`config.mk`:
```
export PLATFORM = sky130hd
export DESIGN_NAME = jtag_arbiter_flat
export DESIGN_NICKNAME = d
export VERILOG_FILES = /design/src/rtl/jtag_arbiter_pkg.sv /design/src/rtl/jtag_arbiter_if.sv /design/src/rtl/jtag_arbiter.sv /design/src/flat_wrapper.sv
export SDC_FILE = /design/constraint.sdc
export NUM_CORES = 1
export LEC_CHECK = 0
export BUFFER_PORTS_ARGS = -buffer_cell sky130_fd_sc_hd__buf_2
export CORE_MARGIN = 2
export CORE_UTILIZATION = 40
export DETAILED_ROUTE_END_ITERATION = 6
export PLACE_DENSITY = 0.77
export SLEW_MARGIN = 10
export SYNTH_ARGS = -nofsm -noshare
export SYNTH_HDL_FRONTEND = slang
export SYNTH_SLANG_ARGS = --single-unit
```
`constraint.sdc`:
```
create_clock -name clk -period 2.95 [get_ports clk]
set_clock_uncertainty 0.15 [all_clocks]
set_input_delay 0.1475 -clock clk [delete_from_list [all_inputs] [get_ports clk]]
set_output_delay 0.1475 -clock clk [all_outputs]
set_load 0.005 [all_outputs]
```
`src/rtl/jtag_arbiter_pkg.sv`:
```
// Shared JTAG sequencer opcodes, arbiter state encodings and the command word layout.
package jtag_arbiter_pkg;

  localparam logic [4:0] FIFO_CMD_NOP     = 5'd0;
  localparam logic [4:0] FIFO_CMD_WR      = 5'd1;
  localparam logic [4:0] FIFO_CMD_STORE   = 5'd2;
  localparam logic [4:0] FIFO_CMD_EXECUTE = 5'd3;
  localparam logic [4:0] FIFO_CMD_FLUSH   = 5'd4;

  localparam logic [1:0] ST_IDLE  = 2'd0;
  localparam logic [1:0] ST_OWN   = 2'd1;
  localparam logic [1:0] ST_ABORT = 2'd2;
  localparam logic [1:0] ST_DRAIN = 2'd3;

  typedef struct packed {
    logic [7:0] tms;
    logic [7:0] tdi;
    logic [7:0] read;
    logic [2:0] bits;
    logic [4:0] command;
  } seq_cmd_t;

endpackage

```
`src/rtl/jtag_arbiter_if.sv`:
```
// Arbiter <-> JTAG controller link: command stream out, TDO/flush return path in.
interface jtag_arbiter_if;
  logic       out_seq_empty;
  logic [7:0] out_seq_tms;
  logic [7:0] out_seq_tdi;
  logic [7:0] out_seq_read;
  logic [2:0] out_seq_bits;
  logic [4:0] out_seq_command;
  logic       out_seq_re;
  logic       in_seq_full;
  logic       in_seq_we;
  logic [7:0] in_seq_tdo;
  logic       in_seq_flushed;

  modport master (
    output out_seq_empty, out_seq_tms, out_seq_tdi, out_seq_read, out_seq_bits,
           out_seq_command, in_seq_full,
    input  out_seq_re, in_seq_we, in_seq_tdo, in_seq_flushed
  );

  modport slave (
    input  out_seq_empty, out_seq_tms, out_seq_tdi, out_seq_read, out_seq_bits,
           out_seq_command, in_seq_full,
    output out_seq_re, in_seq_we, in_seq_tdo, in_seq_flushed
  );
endinterface

```
`src/rtl/jtag_arbiter.sv`:
```
// Two-requester JTAG command arbiter: whole transactions (up to FLUSH) are granted round-robin,
// an owner idle for TIMEOUT cycles is terminated with a synthetic FLUSH.
module jtag_arbiter
  import jtag_arbiter_pkg::*;
#(
  parameter logic [15:0] TIMEOUT = 16'd4096
) (
  input  logic       clk,
  input  logic       rst_n,
  input  logic       req0_empty,
  input  logic [7:0] req0_tms,
  input  logic [7:0] req0_tdi,
  input  logic [7:0] req0_read,
  input  logic [2:0] req0_bits,
  input  logic [4:0] req0_command,
  output logic       req0_re,
  input  logic       req0_full,
  output logic       req0_tdo_we,
  output logic [7:0] req0_tdo,
  output logic       req0_flushed,
  output logic       req0_aborted,
  input  logic       req1_empty,
  input  logic [7:0] req1_tms,
  input  logic [7:0] req1_tdi,
  input  logic [7:0] req1_read,
  input  logic [2:0] req1_bits,
  input  logic [4:0] req1_command,
  output logic       req1_re,
  input  logic       req1_full,
  output logic       req1_tdo_we,
  output logic [7:0] req1_tdo,
  output logic       req1_flushed,
  output logic       req1_aborted,
  jtag_arbiter_if.master seq,
  output logic [1:0] grant
);

  logic [1:0]  state;
  logic        owner;
  logic        last_grant;
  logic        abort_rec;
  logic [15:0] idle_cnt;
  logic [1:0]  drain_cnt;

  seq_cmd_t    cmd0, cmd1, own_cmd;
  logic        own_empty, own_full, pick, busy;
  logic [15:0] idle_nxt;

  assign cmd0 = '{tms: req0_tms, tdi: req0_tdi, read: req0_read, bits: req0_bits, command: req0_command};
  assign cmd1 = '{tms: req1_tms, tdi: req1_tdi, read: req1_read, bits: req1_bits, command: req1_command};

  // On a tie the requester not granted last wins; otherwise whoever is non-empty.
  always_comb begin
    own_cmd   = owner ? cmd1 : cmd0;
    own_empty = owner ? req1_empty : req0_empty;
    own_full  = owner ? req1_full : req0_full;
    pick      = (!req0_empty && !req1_empty) ? ~last_grant : req0_empty;
    idle_nxt  = idle_cnt + 16'd1;
  end

  assign busy  = (state != ST_IDLE);
  assign grant = busy ? (owner ? 2'b10 : 2'b01) : 2'b00;

  always_comb begin
    seq.out_seq_empty   = 1'b1;
    seq.out_seq_tms     = 8'h00;
    seq.out_seq_tdi     = 8'h00;
    seq.out_seq_read    = 8'h00;
    seq.out_seq_bits    = 3'd0;
    seq.out_seq_command = 5'd0;
    req0_re             = 1'b0;
    req1_re             = 1'b0;
    case (state)
      ST_OWN: begin
        seq.out_seq_empty   = own_empty;
        seq.out_seq_tms     = own_cmd.tms;
        seq.out_seq_tdi     = own_cmd.tdi;
        seq.out_seq_read    = own_cmd.read;
        seq.out_seq_bits    = own_cmd.bits;
        seq.out_seq_command = own_cmd.command;
        req0_re             = !owner && seq.out_seq_re;
        req1_re             = owner && seq.out_seq_re;
      end
      ST_ABORT: begin
        seq.out_seq_empty   = 1'b0;
        seq.out_seq_command = FIFO_CMD_FLUSH;
      end
      default: ;
    endcase
  end

  assign req0_tdo_we     = busy && !owner && seq.in_seq_we;
  assign req1_tdo_we     = busy && owner && seq.in_seq_we;
  assign req0_tdo        = (busy && !owner) ? seq.in_seq_tdo : 8'h00;
  assign req1_tdo        = (busy && owner) ? seq.in_seq_tdo : 8'h00;
  assign seq.in_seq_full = busy && own_full;

  always_ff @(posedge clk or negedge rst_n) begin
    if (!rst_n) begin
      state        <= ST_IDLE;
      owner        <= 1'b0;
      last_grant   <= 1'b1;
      abort_rec    <= 1'b0;
      idle_cnt     <= 16'd0;
      drain_cnt    <= 2'd0;
      req0_flushed <= 1'b0;
      req1_flushed <= 1'b0;
      req0_aborted <= 1'b0;
      req1_aborted <= 1'b0;
    end else begin
      req0_flushed <= 1'b0;
      req1_flushed <= 1'b0;
      req0_aborted <= 1'b0;
      req1_aborted <= 1'b0;
      case (state)
        ST_IDLE: begin
          if (!req0_empty || !req1_empty) begin
            owner      <= pick;
            last_grant <= pick;
            idle_cnt   <= 16'd0;
            abort_rec  <= 1'b0;
            state      <= ST_OWN;
          end
        end
        ST_OWN: begin
          if (seq.out_seq_re) begin
            idle_cnt <= 16'd0;
            if (!own_empty && own_cmd.command == FIFO_CMD_FLUSH) begin
              drain_cnt <= 2'd0;
              state     <= ST_DRAIN;
            end
          end else if (own_empty) begin
            idle_cnt <= idle_nxt;
            if (idle_nxt == TIMEOUT) state <= ST_ABORT;
          end
        end
        ST_ABORT: begin
          if (seq.out_seq_re) begin
            drain_cnt <= 2'd0;
            abort_rec <= 1'b1;
            state     <= ST_DRAIN;
          end
        end
        default: begin
          // drain_cnt saturates at 2: two full cycles have elapsed since the FLUSH pop.
          if (drain_cnt != 2'd2) drain_cnt <= drain_cnt + 2'd1;
          if (seq.in_seq_flushed && drain_cnt == 2'd2) begin
            state        <= ST_IDLE;
            req0_flushed <= !owner && !abort_rec;
            req1_flushed <= owner && !abort_rec;
            req0_aborted <= !owner && abort_rec;
            req1_aborted <= owner && abort_rec;
          end
        end
      endcase
    end
  end

endmodule

```
`src/flat_wrapper.sv`:
```
// flat-port wrapper written by rule: the top's interface ports become plain ports
module jtag_arbiter_flat import jtag_arbiter_pkg::*;
#(
  parameter logic [15:0] TIMEOUT = 16'd4096
)
  (clk, rst_n, req0_empty, req0_tms, req0_tdi, req0_read, req0_bits, req0_command, req0_re, req0_full, req0_tdo_we, req0_tdo, req0_flushed, req0_aborted, req1_empty, req1_tms, req1_tdi, req1_read, req1_bits, req1_command, req1_re, req1_full, req1_tdo_we, req1_tdo, req1_flushed, req1_aborted, grant, seq_out_seq_empty, seq_out_seq_tms, seq_out_seq_tdi, seq_out_seq_read, seq_out_seq_bits, seq_out_seq_command, seq_in_seq_full, seq_out_seq_re, seq_in_seq_we, seq_in_seq_tdo, seq_in_seq_flushed);
  jtag_arbiter_if seq_i ();
  input  logic clk;
  input  logic rst_n;
  input  logic req0_empty;
  input  logic [7:0] req0_tms;
  input  logic [7:0] req0_tdi;
  input  logic [7:0] req0_read;
  input  logic [2:0] req0_bits;
  input  logic [4:0] req0_command;
  output logic req0_re;
  input  logic req0_full;
  output logic req0_tdo_we;
  output logic [7:0] req0_tdo;
  output logic req0_flushed;
  output logic req0_aborted;
  input  logic req1_empty;
  input  logic [7:0] req1_tms;
  input  logic [7:0] req1_tdi;
  input  logic [7:0] req1_read;
  input  logic [2:0] req1_bits;
  input  logic [4:0] req1_command;
  output logic req1_re;
  input  logic req1_full;
  output logic req1_tdo_we;
  output logic [7:0] req1_tdo;
  output logic req1_flushed;
  output logic req1_aborted;
  output logic [1:0] grant;
  output wire logic [$bits(seq_i.out_seq_empty)-1:0] seq_out_seq_empty;
  output wire logic [$bits(seq_i.out_seq_tms)-1:0] seq_out_seq_tms;
  output wire logic [$bits(seq_i.out_seq_tdi)-1:0] seq_out_seq_tdi;
  output wire logic [$bits(seq_i.out_seq_read)-1:0] seq_out_seq_read;
  output wire logic [$bits(seq_i.out_seq_bits)-1:0] seq_out_seq_bits;
  output wire logic [$bits(seq_i.out_seq_command)-1:0] seq_out_seq_command;
  output wire logic [$bits(seq_i.in_seq_full)-1:0] seq_in_seq_full;
  input wire logic [$bits(seq_i.out_seq_re)-1:0] seq_out_seq_re;
  input wire logic [$bits(seq_i.in_seq_we)-1:0] seq_in_seq_we;
  input wire logic [$bits(seq_i.in_seq_tdo)-1:0] seq_in_seq_tdo;
  input wire logic [$bits(seq_i.in_seq_flushed)-1:0] seq_in_seq_flushed;
  assign seq_out_seq_empty = seq_i.out_seq_empty;
  assign seq_out_seq_tms = seq_i.out_seq_tms;
  assign seq_out_seq_tdi = seq_i.out_seq_tdi;
  assign seq_out_seq_read = seq_i.out_seq_read;
  assign seq_out_seq_bits = seq_i.out_seq_bits;
  assign seq_out_seq_command = seq_i.out_seq_command;
  assign seq_in_seq_full = seq_i.in_seq_full;
  assign seq_i.out_seq_re = seq_out_seq_re;
  assign seq_i.in_seq_we = seq_in_seq_we;
  assign seq_i.in_seq_tdo = seq_in_seq_tdo;
  assign seq_i.in_seq_flushed = seq_in_seq_flushed;
  jtag_arbiter #(.TIMEOUT(TIMEOUT)) u_core (.clk(clk), .rst_n(rst_n), .req0_empty(req0_empty), .req0_tms(req0_tms), .req0_tdi(req0_tdi), .req0_read(req0_read), .req0_bits(req0_bits), .req0_command(req0_command), .req0_re(req0_re), .req0_full(req0_full), .req0_tdo_we(req0_tdo_we), .req0_tdo(req0_tdo), .req0_flushed(req0_flushed), .req0_aborted(req0_aborted), .req1_empty(req1_empty), .req1_tms(req1_tms), .req1_tdi(req1_tdi), .req1_read(req1_read), .req1_bits(req1_bits), .req1_command(req1_command), .req1_re(req1_re), .req1_full(req1_full), .req1_tdo_we(req1_tdo_we), .req1_tdo(req1_tdo), .req1_flushed(req1_flushed), .req1_aborted(req1_aborted), .seq(seq_i), .grant(grant));
endmodule
```
== Word-level counts from Yosys, hierarchy flattened ==
Cells that the tools add are included.

* Register bits: 27
* Input port bits: 81
* Output and inout port bits: 60
* Word-level logic and storage cells: 103

* $add $sub $neg: 2
* Equality and inequality tests: 13
* Muxes and demuxes: 44
* Bitwise gates (word level): 2
* Reduce and logical (&&, ||, !) cells: 32

{| class="wikitable"
|+ Operator list
! operator !! number
|-
| $mux W16 || 3
|-
| $mux W8 || 5
|-
| $mux W32 || 1
|-
| $pmux W16 S2 || 1
|-
| $mux W2 || 13
|-
| $add A16 B1 Y16 const B || 1
|-
| $eq A16 B13 Y1 const B || 1
|-
| $mux W1 || 15
|-
| $logic_and A1 B1 Y1 || 14
|-
| $pmux W2 S3 || 2
|-
| $pmux W5 S2 || 1
|-
| $ne A3 B2 Y1 const B || 3
|-
| $ne A2 B2 Y1 const B || 3
|-
| $reduce_and A3 Y1 || 2
|-
| $reduce_and A6 Y1 || 1
|-
| $reduce_bool A2 Y1 || 3
|-
| $eq A5 B3 Y1 const B || 1
|-
| $logic_not A1 Y1 || 5
|-
| $reduce_and A5 Y1 || 1
|-
| $eq A2 B2 Y1 const B || 2
|-
| $ne A2 B1 Y1 const B || 2
|-
| $pmux W1 S2 || 2
|-
| $reduce_bool A4 Y1 || 1
|-
| $mux W3 || 1
|-
| 8 further kinds || 9
|}

== Logic depth before layout (Yosys ltp) ==
* Word-level depth: 6
* Depth in mapped cells: 10
* Gate-level depth less buffers: 8

== Worst setup path after synthesis ==
No wires, ideal clock.

* Kind: register -> register
* From: reg u_core.state[1]
* To: reg u_core.idle_cnt[15]
* Arrival time: 1,942 ps
* Data required time: 2,664 ps
* Path slack: 722 ps
* Stages on the path, launching flop included: 11
* Buffers on the path: 3
* Clock period less this slack: 2,228 ps
* Path through: dfrtp_1 inv_1 ha_1 buf_2 and2b_1 nand2_1 o211ai_1 or2_0 clkbuf_1 clkbuf_1 o21ai_0

* Word-level cells in the longest chain between the ends: 3
* Elaborated cells between the ends (all ways): 7

{| class="wikitable"
|+ RTL lines
! what !! RTL line !! text
|-
| start: declaration || jtag_arbiter.sv:38 || <nowiki>logic [1:0] state;</nowiki>
|-
| start signal: assignment || jtag_arbiter.sv:100 || <nowiki>state <= ST_IDLE;</nowiki>
|-
| start signal: assignment || jtag_arbiter.sv:122 || <nowiki>state <= ST_OWN;</nowiki>
|-
| start signal: assignment || jtag_arbiter.sv:130 || <nowiki>state <= ST_DRAIN;</nowiki>
|-
| $eq A2 B1 Y1 or $logic_not A2 Y1 (tied branches) || jtag_arbiter.sv:115 || <nowiki>case (state)</nowiki>
|-
| $ne A3 B2 Y1 (no source line), or another cell as far along || - ||
|-
| $reduce_and A3 Y1 (no source line) || - ||
|-
| end signal: assignment || jtag_arbiter.sv:133 || <nowiki>idle_cnt <= idle_nxt;</nowiki>
|-
| end: declaration || jtag_arbiter.sv:42 || <nowiki>logic [15:0] idle_cnt;</nowiki>
|}

Parallel ways exist; a longest one is shown, timed or not.
A chain may end at the register's enable or synchronous reset.

== Worst setup path in the final report ==
* From: reg u_core.state[1]
* To: reg u_core.idle_cnt[6]

Same word-level chain as after synthesis.

==> metrics <==
Initial Utilization=0.408; RSZ-0062 raised after global routing=no; die area=6600 um^2; Total GRT Usage=0.218; crit path capture type=flip-flop; Period Utilization, post-route=0.882; Req. time, crit path=2.94 ns; FF-to-FF setup slack=0.35 ns; Synth Cell Area=2380 um^2; hpwl dp=6.00 mm; Wirelength per Cell=15.4 um; TritonCTS Buffers=3; Net Sw Frac=0.458; Lkg Pwr=0.00175 uW; final hold viol count=0; RD Place Congestion=0.776; Placement Setup Slack=around 0.42 ns; top_reg_cell synth=dfrtp_1; row count=28; Comb pwr share=0.646; pin count of the biggest net entering global routing=29; Sequential Power Share=0.248; Crit Path Max Fanout=15; Slew Viols, Final=0; crit start category=flip-flop; Total Wirelength=7.71 mm; Post-route DRC=0; EDFF count, synth=0; distinct cell type count after synthesis=50; Synth-to-Final Area Change=33.5%; Int Pwr=1170 uW; post-layout util=0.544; ANT cells=0; core area=5850 um^2; ANT nets after route=0; post-synthesis sequential area ratio=0.284; final setup TNS=0 ns; port bufs=140; Remaining Overflow, GRT=0; minimum clock period=around 2.6 ns; Clock Sinks=27; synthesized instance count=between 200 and 300; Non-Filler Instances=501; Peak supply drop=0.384 mV; Net Sw Power=991 uW; clk_lat worst skew=0.29 ns; initial antenna violation count=0; DIE WIDTH=a little over 80 um; # setup viols final=0; first-pass GRT wire length=around 11 mm; H-Tree Depth=1; fmax=about 0.38 GHz; setup ws final=0.349 ns; placed cell count=slightly below 500; CTS tree=done; Synth async-reset ratio=1.00; Max-Cap Viols=0; CTS clk-pin slew, worst paths=0.10 ns; Mean Syn Cell Area=8.03 um^2; synth top area cells=dfrtp_1 (27%), mux2i_1 (15%), nor2_1 (8.2%), o21ai_0 (5.0%), and2_1 (5.0%); share of layout cells above drive strength 1=0.376; commonest non-fill, non-tap cell in the layout=buf_2; area share of the largest cell type after synthesis=0.273; fillers=542; WS Path Type=reg -> reg; Crit path arrival time=2.59 ns; Slew headroom=0.366; DR vias=2685; hold crit path type=in -> reg; Pre-antenna DRT Iters=4; I/O pin count=141; status=complete, no violations; hold_ws=roughly 0.013 ns; worst-margin pin slew=about 0.95 ns; post-CTS sizing=0; clock buffer depth=2; clock share of power=0.106; root buffer cell=clkbuf_8; most frequent cells in the layout=buf_2 (140), nor2_1 (52), mux2i_1 (35); Pwr Density=679 nW/um^2; Seq cells post-synth=27; Final nets=515; syn_nets=~390; Vias per Instance=5.36; Yosys top cell by area=dfrtp_1; drt initial violations=184; Yosys warning count=0; setup bufs post-CTS=0; vias in the first global route=about 2400; Die Y=81.2 um
[cells in the mapped netlist (all sizes together) (8+ instances only)]
master  instances
dfrtp          26
inv             8
clkbuf         10
and2           19
nor2           52
nand2          22
o21ai          24
buf             9
mux2i          35
[critical path, cell delays in order (launching register included)]
cell	delay (ns)
dfrtp_1	0.41
inv_1	0.11
ha_1	0.37
and2b_1	0.24
nand2_1	0.09
o211ai_1	0.13
or2_0	0.76
o21ai_0	0.20
[worst paths after layout]
path | to | cells past startpoint | from
max | u_core.idle_cnt[6] | 7 | u_core.state[1]
min | u_core.abort_rec | 3 | seq_out_seq_re
max reg2reg | u_core.idle_cnt[6] | 7 | u_core.state[1]
min reg2reg | u_core.req1_flushed | 1 | u_core.abort_rec
max in group asynchronous | u_core.owner | 2 | rst_n
min in group asynchronous | u_core.idle_cnt[5] | 2 | rst_n
[per-stage QoR]
stage	instance area, um^2	total power [uW]
final	3180	2160
after global routing	3180	2330
after CTS	3180	2150
after detailed placement	3120	1920
after global placement	3120	1890
after floorplan	2380	1420
[sequential cells by signal (all words and copies together) (netlist names)]
name                 count
u_core.idle_cnt         16
u_core.drain_cnt         2
u_core.state             2
u_core.abort_rec         1
u_core.last_grant        1
u_core.owner             1
u_core.req0_aborted      1
u_core.req0_flushed      1
u_core.req1_aborted      1
u_core.req1_flushed      1
[power groups by stage]
stage	logic [uW]	registers [uW]	clock network, uW
5_1_grt	1530	550	247
3_5_place_dp	1380	544	0
2_1_floorplan	939	483	0
4_1_cts	1390	536	227
6_report	1400	536	229
3_3_place_gp	1360	536	0
[cell families after synthesis]
family | count (synthesis) | share of synthesized area
AOI/OAI and AO/OA | 58 | 0.155
xor gates and xnor gates | 3 | 0.0110
and+or+nand+nor | 135 | 0.296
muxes | 40 | 0.172
DFF | 27 | 0.284
buffers and inverters | 27 | 0.0456
adders and majority gates | 7 | 0.0367
[final cells by class]
class	instances	area, um^2	area share
multi-input combinational	243	1600	0.502
timing repair buffer	144	733	0.230
sequential	27	678	0.213
tap	75	93.8	0.0295
clock buffer	3	41.3	0.0130
inverter	8	30.0	0.00943
clock inverter	1	7.51	0.00236
[repair_timing]
action                                  CTS  global route
endpoints found under the hold margin    26             0
endpoints found under the setup margin    0             0
hold buffers                              1             0
[metal layers]
| layer | track usage | share of wire | vias up |
|---|---|---|---|
| li1 | - | - | 1311 |
| met1 | 0.301 | 0.45 | 1276 |
| met2 | 0.322 | 0.45 | 91 |
| met3 | 0.0733 | 0.084 | 7 |
| met4 | 0.0644 | 0.0091 | 0 |
| met5 | 0 | 0 | - |
(Power assumes the default switching activity.)
